[src/rtl/clock_pkg.sv]
// Shared definitions for the digital clock timekeeping block.
// Contents:
//   set_state_e     - set FSM encoding (RUN / SET_HOUR / SET_MIN, 11 illegal)
//   BCD_HOUR_MAX    - largest legal packed-BCD hour (23)
//   BCD_MINSEC_MAX  - largest legal packed-BCD minute/second (59)
//   bcd_inc()       - packed-BCD increment with wrap to 00 at a maximum
package clock_pkg;

  typedef enum logic [1:0] {
    ST_RUN      = 2'b00,
    ST_SET_HOUR = 2'b01,
    ST_SET_MIN  = 2'b10,
    ST_ILLEGAL  = 2'b11
  } set_state_e;

  localparam logic [7:0] BCD_HOUR_MAX   = 8'h23;
  localparam logic [7:0] BCD_MINSEC_MAX = 8'h59;

  // Packed-BCD values compare correctly as plain binary, so ">= max" both
  // detects the wrap point and forces any out-of-range value back to 00.
  function automatic logic [7:0] bcd_inc(input logic [7:0] value,
                                         input logic [7:0] max);
    logic [7:0] result;
    if (value >= max) begin
      result = 8'h00;
    end else if (value[3:0] >= 4'd9) begin
      result = {value[7:4] + 4'd1, 4'h0};
    end else begin
      result = {value[7:4], value[3:0] + 4'd1};
    end
    return result;
  endfunction

endpackage

[src/rtl/clock_time_ctrl_if.sv]
// Button/tick inputs and display-side outputs of clock_time_ctrl.
// Ports:
//   tick_1hz, btn_mode, btn_inc, btn_fmt  - one-cycle pulses into the block
//   hour_bcd, min_bcd, sec_bcd            - packed-BCD time (24-hour hour)
//   mode_12h                              - 12/24-hour display flag
//   set_state                             - set FSM state
//   blink_hour, blink_min                 - digit-visible flags while editing
// Modports: master drives the pulses, slave (the controller) drives the time.
interface clock_time_ctrl_if;
  import clock_pkg::*;

  logic       tick_1hz;
  logic       btn_mode;
  logic       btn_inc;
  logic       btn_fmt;
  logic [7:0] hour_bcd;
  logic [7:0] min_bcd;
  logic [7:0] sec_bcd;
  logic       mode_12h;
  set_state_e set_state;
  logic       blink_hour;
  logic       blink_min;

  modport master (
    output tick_1hz, btn_mode, btn_inc, btn_fmt,
    input  hour_bcd, min_bcd, sec_bcd, mode_12h, set_state,
           blink_hour, blink_min
  );

  modport slave (
    input  tick_1hz, btn_mode, btn_inc, btn_fmt,
    output hour_bcd, min_bcd, sec_bcd, mode_12h, set_state,
           blink_hour, blink_min
  );

endinterface

[src/rtl/clock_time_ctrl_bcd_counter.sv]
// bcd_counter: 8-bit packed-BCD counter wrapping from MAX to 00.
// Ports:
//   clk, rst_n - clock, asynchronous active-low reset (loads INIT)
//   inc        - advance by one this edge
//   clr        - force 00 this edge (wins over inc)
//   value      - registered count
//   carry      - high during the cycle whose edge wraps MAX -> 00; it is
//                combinational so the next counter can step on that same edge
module bcd_counter
  import clock_pkg::*;
#(
  parameter logic [7:0] MAX  = BCD_MINSEC_MAX,
  parameter logic [7:0] INIT = 8'h00
) (
  input  logic       clk,
  input  logic       rst_n,
  input  logic       inc,
  input  logic       clr,
  output logic [7:0] value,
  output logic       carry
);

  logic [7:0] value_q;

  always_ff @(posedge clk or negedge rst_n) begin
    if (!rst_n) begin
      value_q <= INIT;
    end else if (clr) begin
      value_q <= 8'h00;
    end else if (inc) begin
      value_q <= bcd_inc(value_q, MAX);
    end
  end

  assign value = value_q;
  assign carry = inc & ~clr & (value_q >= MAX);

endmodule

[src/rtl/clock_time_ctrl.sv]
// clock_time_ctrl: running BCD time of day plus the hour/minute set FSM.
// Ports:
//   clk    - system clock
//   rst_n  - asynchronous active-low reset; time returns to INIT_HOUR:INIT_MIN:00
//   bus    - clock_time_ctrl_if.slave: tick/button pulses in, time, 12/24-hour
//            flag, set state and blink flags out (all registered)
module clock_time_ctrl
  import clock_pkg::*;
#(
  parameter logic [7:0] INIT_HOUR = 8'h12,
  parameter logic [7:0] INIT_MIN  = 8'h00
) (
  input  logic               clk,
  input  logic               rst_n,
  clock_time_ctrl_if.slave   bus
);

  set_state_e state_q, state_d;
  logic       phase_q, phase_d;
  logic       mode_12h_q;
  logic       blink_hour_q, blink_min_q;

  logic       sec_inc, sec_clr, sec_carry;
  logic       min_inc, min_carry;
  logic       hour_inc, hour_carry_unused;
  logic [7:0] sec_val, min_val, hour_val;

  logic       in_run, in_set_hour, in_set_min;
  logic       next_is_set;

  assign in_run      = (state_q == ST_RUN);
  assign in_set_hour = (state_q == ST_SET_HOUR);
  assign in_set_min  = (state_q == ST_SET_MIN);

  always_ff @(posedge clk or negedge rst_n) begin
    if (!rst_n) begin
      state_q <= ST_RUN;
    end else begin
      state_q <= state_d;
    end
  end

  always_comb begin
    state_d     = state_q;
    phase_d     = phase_q;
    next_is_set = 1'b0;
    sec_inc     = 1'b0;
    sec_clr     = 1'b0;
    min_inc     = 1'b0;
    hour_inc    = 1'b0;

    case (state_q)
      ST_RUN:      if (bus.btn_mode) state_d = ST_SET_HOUR;
      ST_SET_HOUR: if (bus.btn_mode) state_d = ST_SET_MIN;
      ST_SET_MIN:  if (bus.btn_mode) state_d = ST_RUN;
      default:     state_d = ST_RUN;
    endcase

    next_is_set = (state_d == ST_SET_HOUR) || (state_d == ST_SET_MIN);

    // Entering an edit state restarts the blink with digits visible; after
    // that each tick flips it while an edit state is held.
    if (next_is_set && (state_d != state_q)) begin
      phase_d = 1'b1;
    end else if ((in_set_hour || in_set_min) && bus.tick_1hz) begin
      phase_d = ~phase_q;
    end

    // Ticks only advance the time in RUN, and the carries only ripple in
    // RUN, so a minute wrap while editing never bumps the hour.
    sec_inc  = in_run & bus.tick_1hz;
    sec_clr  = in_set_min & bus.btn_mode;
    min_inc  = (in_run & sec_carry) |
               (in_set_min & bus.btn_inc & ~bus.btn_mode);
    hour_inc = (in_run & min_carry) |
               (in_set_hour & bus.btn_inc & ~bus.btn_mode);
  end

  always_ff @(posedge clk or negedge rst_n) begin
    if (!rst_n) begin
      phase_q      <= 1'b1;
      mode_12h_q   <= 1'b0;
      blink_hour_q <= 1'b0;
      blink_min_q  <= 1'b0;
    end else begin
      phase_q      <= phase_d;
      mode_12h_q   <= mode_12h_q ^ bus.btn_fmt;
      blink_hour_q <= (state_d == ST_SET_HOUR) & phase_d;
      blink_min_q  <= (state_d == ST_SET_MIN) & phase_d;
    end
  end

  bcd_counter #(
    .MAX  (BCD_MINSEC_MAX),
    .INIT (8'h00)
  ) u_sec (
    .clk   (clk),
    .rst_n (rst_n),
    .inc   (sec_inc),
    .clr   (sec_clr),
    .value (sec_val),
    .carry (sec_carry)
  );

  bcd_counter #(
    .MAX  (BCD_MINSEC_MAX),
    .INIT (INIT_MIN)
  ) u_min (
    .clk   (clk),
    .rst_n (rst_n),
    .inc   (min_inc),
    .clr   (1'b0),
    .value (min_val),
    .carry (min_carry)
  );

  // There is no day counter, so the hour wrap goes nowhere.
  bcd_counter #(
    .MAX  (BCD_HOUR_MAX),
    .INIT (INIT_HOUR)
  ) u_hour (
    .clk   (clk),
    .rst_n (rst_n),
    .inc   (hour_inc),
    .clr   (1'b0),
    .value (hour_val),
    .carry (hour_carry_unused)
  );

  assign bus.hour_bcd   = hour_val;
  assign bus.min_bcd    = min_val;
  assign bus.sec_bcd    = sec_val;
  assign bus.mode_12h   = mode_12h_q;
  assign bus.set_state  = state_q;
  assign bus.blink_hour = blink_hour_q;
  assign bus.blink_min  = blink_min_q;

endmodule

[src/flat_wrapper.sv]
// flat-port wrapper written by rule: the top's interface ports become plain ports
module clock_time_ctrl_flat import clock_pkg::*;
#(
  parameter logic [7:0] INIT_HOUR = 8'h12,
  parameter logic [7:0] INIT_MIN  = 8'h00
)
  (clk, rst_n, bus_tick_1hz, bus_btn_mode, bus_btn_inc, bus_btn_fmt, bus_hour_bcd, bus_min_bcd, bus_sec_bcd, bus_mode_12h, bus_set_state, bus_blink_hour, bus_blink_min);
  clock_time_ctrl_if bus_i ();
  input  logic clk;
  input  logic rst_n;
  input wire logic [$bits(bus_i.tick_1hz)-1:0] bus_tick_1hz;
  input wire logic [$bits(bus_i.btn_mode)-1:0] bus_btn_mode;
  input wire logic [$bits(bus_i.btn_inc)-1:0] bus_btn_inc;
  input wire logic [$bits(bus_i.btn_fmt)-1:0] bus_btn_fmt;
  output wire logic [$bits(bus_i.hour_bcd)-1:0] bus_hour_bcd;
  output wire logic [$bits(bus_i.min_bcd)-1:0] bus_min_bcd;
  output wire logic [$bits(bus_i.sec_bcd)-1:0] bus_sec_bcd;
  output wire logic [$bits(bus_i.mode_12h)-1:0] bus_mode_12h;
  output wire logic [$bits(bus_i.set_state)-1:0] bus_set_state;
  output wire logic [$bits(bus_i.blink_hour)-1:0] bus_blink_hour;
  output wire logic [$bits(bus_i.blink_min)-1:0] bus_blink_min;
  assign bus_i.tick_1hz = bus_tick_1hz;
  assign bus_i.btn_mode = bus_btn_mode;
  assign bus_i.btn_inc = bus_btn_inc;
  assign bus_i.btn_fmt = bus_btn_fmt;
  assign bus_hour_bcd = bus_i.hour_bcd;
  assign bus_min_bcd = bus_i.min_bcd;
  assign bus_sec_bcd = bus_i.sec_bcd;
  assign bus_mode_12h = bus_i.mode_12h;
  assign bus_set_state = bus_i.set_state;
  assign bus_blink_hour = bus_i.blink_hour;
  assign bus_blink_min = bus_i.blink_min;
  clock_time_ctrl #(.INIT_HOUR(INIT_HOUR), .INIT_MIN(INIT_MIN)) u_core (.clk(clk), .rst_n(rst_n), .bus(bus_i));
endmodule
[config.mk]
export PLATFORM = sky130hd
export DESIGN_NAME = clock_time_ctrl_flat
export DESIGN_NICKNAME = d
export VERILOG_FILES = /design/src/rtl/clock_pkg.sv /design/src/rtl/clock_time_ctrl_if.sv /design/src/rtl/clock_time_ctrl_bcd_counter.sv /design/src/rtl/clock_time_ctrl.sv /design/src/flat_wrapper.sv
export SDC_FILE = /design/constraint.sdc
export NUM_CORES = 1
export LEC_CHECK = 0
export CORE_MARGIN = 5
export CORE_UTILIZATION = 26
export CTS_CLUSTER_DIAMETER = 60
export DETAILED_ROUTE_END_ITERATION = 10
export DONT_BUFFER_PORTS = 1
export MAX_ROUTING_LAYER = met4
export PLACE_DENSITY = 0.47
export SLEW_MARGIN = 20
export SYNTH_ARGS = -nofsm -noshare
export SYNTH_HDL_FRONTEND = slang
export SYNTH_SLANG_ARGS = --single-unit
[constraint.sdc]
create_clock -name clk -period 2.87 [get_ports clk]
set_input_delay 0.574 -clock clk [delete_from_list [all_inputs] [get_ports clk]]
set_output_delay 0.574 -clock clk [all_outputs]
set_load 0.005 [all_outputs]
==> flow_metrics.env <==
export IMPL_layout_min_cycle_time_ps=2180
export IMPL_io_buffers=0
export IMPL_synth_fp_nets=210
export IMPL_num_antenna_cells=0
export IMPL_clock_sinks=30
export IMPL_wire_per_inst_um=14.3
export IMPL_vias_per_cell=4.62
export IMPL_avgSynthCellArea_um2=9.41
export IMPL_rows=29
export IMPL_ys_seq_area_share_pct=43.8
export IMPL_antenna_found_initial=0
export IMPL_synth_main_ff_cell="dfrtp_1"
export IMPL_cp_required_ps=3020
export IMPL_start_util_pct=27.0
export IMPL_p_leak_nw=0.931
export IMPL_async_flop_share_pct=100
export IMPL_drtIter0Drc=33
export IMPL_worstPathMaxFanout=12
export IMPL_synth_distinct_cells=32
export IMPL_setup_ws_ps=686
export IMPL_synthCells=183
export IMPL_vias=1239
export IMPL_totalWireLength_um=3840
export IMPL_maxCapViolCount=0
export IMPL_drc=0
export IMPL_whs_ps=110
export IMPL_yosysTopAreaCell="dfrtp_1"
export IMPL_outcome="finished clean"
export IMPL_rr_startpoint="u_core.u_sec.value[1]"
export IMPL_fin_util_pct=30.0
export IMPL_critPathLaunchType="flop"
export IMPL_clk_pin_slew_ps=70
export IMPL_synth_top_family_by_area="simple AND/OR/NAND/NOR gates"
export IMPL_ant_nets=0
export IMPL_place_gp_congestion=0.708
export IMPL_rsz0062_at_grt="no"
export IMPL_area_growth_pct=11.2
export IMPL_worstSetupPathType="reg2reg"
export IMPL_yosys_area_share_simple_pct=19.3
export IMPL_setup_viol=0
export IMPL_root_buffer="clkbuf_8"
export IMPL_hp_class="in2async"
export IMPL_worst_pin_slew_ps=377
export IMPL_dieHeight_um=91.4
export IMPL_yosysMostFrequentCell="dfrtp_1"
export IMPL_pin_count=35
export IMPL_finalMaxSlewViolations=0
export IMPL_finalCritPeriodShare_pct=76.1
export IMPL_cts_max_level=2
export IMPL_fin_setup_tns_ps=0
export IMPL_timing_hold_violations_final=0
export IMPL_clkLatencyLatePin_ps=280
export IMPL_grt_first_pass_wirelength_um=6410
export IMPL_fmax_mhz=458
export IMPL_synth_common_cells="dfrtp_1, nand2_1, ha_1, o21ai_0, inv_1"
export IMPL_slew_limit_headroom_pct=74.8
export IMPL_ys_ff_latch=30
export IMPL_core_area_um2=6390
export IMPL_synth_xor_area_share_pct=1.02
export IMPL_synthMuxAreaShare_pct=1.31
export IMPL_die_w_um=91.4
export IMPL_grt_max_degree=28
export IMPL_grt_pass1_vias=1281
export IMPL_arrival_ps=2340
export IMPL_synth_warnings=0
export IMPL_clock_path_buffers=2
export IMPL_dpl_worst_slack_ps=677
export IMPL_ys_top_cells_by_area="dfrtp_1, ha_1, o21ai_0"
export IMPL_rrSetupSlack_ps=690
export IMPL_cp_startpoint="u_core.u_sec.value[1]"
export IMPL_grt_usage_pct=10.0
export IMPL_synth_compound_area_share_pct=14.3
export IMPL_dp_cells=259
export IMPL_numCtsBuffers=5
export IMPL_post_cts_buffers=0
export IMPL_syn_area_um2=1720
export IMPL_fin_nets=217
export IMPL_cts_tree="yes"
export IMPL_drt_pre_antenna_iters=4
export IMPL_vdd_drop_max_v=0.000404
export IMPL_skew_ps=2.98
export IMPL_synth_top_area_share_pct=39.2
export IMPL_dieArea_um2=8350
export IMPL_synth_adder_area_share_pct=15.3
export IMPL_grt_ovfl_total=0
export IMPL_drive_gt1_share_pct=9.42
export IMPL_fin_cells=268
export IMPL_hpwl_um=2730
export IMPL_power_density_nw_per_um2=898
export IMPL_synth_edff_count=0
export IMPL_end_kind="flop"
logic make-up after synthesis:
| group | count (synthesis) |
|---|---|
| fa+ha+maj | 21 |
| buf+inv | 19 |
| xor+xnor | 2 |
| compound gates | 40 |
| mux | 2 |
| flops | 30 |
| simple gates | 69 |
repair_timing:
action,in CTS,in global routing
hold buffers,1,0
endpoints found under the hold margin,27,0
gates resized for setup,0,0
layer usage:
layer,GRT usage [%],up-vias,part of all wire [%]
li1,-,624,-
met1,12.6,584,46
met2,14.8,26,46
met3,3.80,5,6.5
met4,3.30,0,1.2
met5,-,-,0
stage by stage:
step | area, µm² | power [mW]
after global placement | 1800 | 1.37
after detailed placement | 1800 | 1.37
after floorplan | 1720 | 1.20
final | 1910 | 1.72
after global routing | 1910 | 1.89
after CTS | 1910 | 1.75
layout make-up:
type	instances	area, µm²
fill	670	4470
multi-input combinational	134	881
sequential	30	754
tap	77	96.3
clock buffer	7	86.3
inverter	17	63.8
timing repair buffer	2	27.5
clock inverter	1	5.00
cells in the final DEF, fill, tap and decap left out, types with 5 or more instances in the layout:
| master | netlist | layout |
|---|---|---|
| dfrtp_1 | 27 | 27 |
| nand2_1 | 26 | 26 |
| o21ai_0 | 21 | 21 |
| ha_1 | 21 | 21 |
| inv_1 | 17 | 17 |
| nor2_1 | 16 | 16 |
| and2_1 | 6 | 6 |
| clkbuf_8 | 0 | 6 |
| a21oi_1 | 5 | 5 |
| nand2b_1 | 5 | 5 |
registers in the layout (all words and copies together) (netlist names):
signal,count
u_core.bus.mode_12h,1
u_core.u_hour.value,8
u_core.bus.blink_min,1
u_core.u_sec.value,8
u_core.u_min.value,8
u_core.phase_q,1
u_core.bus.blink_hour,1
u_core.bus.set_state,2
where the power goes:
part	leakage [nW]	internal [mW]	switching [mW]
registers	0.387	0.571	0.195
clock network	0.0482	0.193	0.164
logic	0.496	0.252	0.344
total	0.931	1.02	0.704
worst max-delay path, stage by stage, from the launching register on:
cell,delay [ps]
dfrtp_1,410
inv_1,100
ha_1,180
or3b_1,390
a21bo_1,190
a32oi_2,270
o21a_2,300
nand2b_1,150
o21ai_0,70
final timing paths:
kind | to | depth (start not counted)
setup / recovery | u_core.u_hour.value[0] | 8
hold / removal | u_core.u_sec.value[4] | 1
setup reg to reg | u_core.u_hour.value[0] | 8
hold reg to reg | u_core.bus.mode_12h | 1
max in group asynchronous | u_core.u_min.value[4] | 1
min in group clk | u_core.bus.mode_12h | 1
No activity file was read; power rests on OpenSTA's default activity.
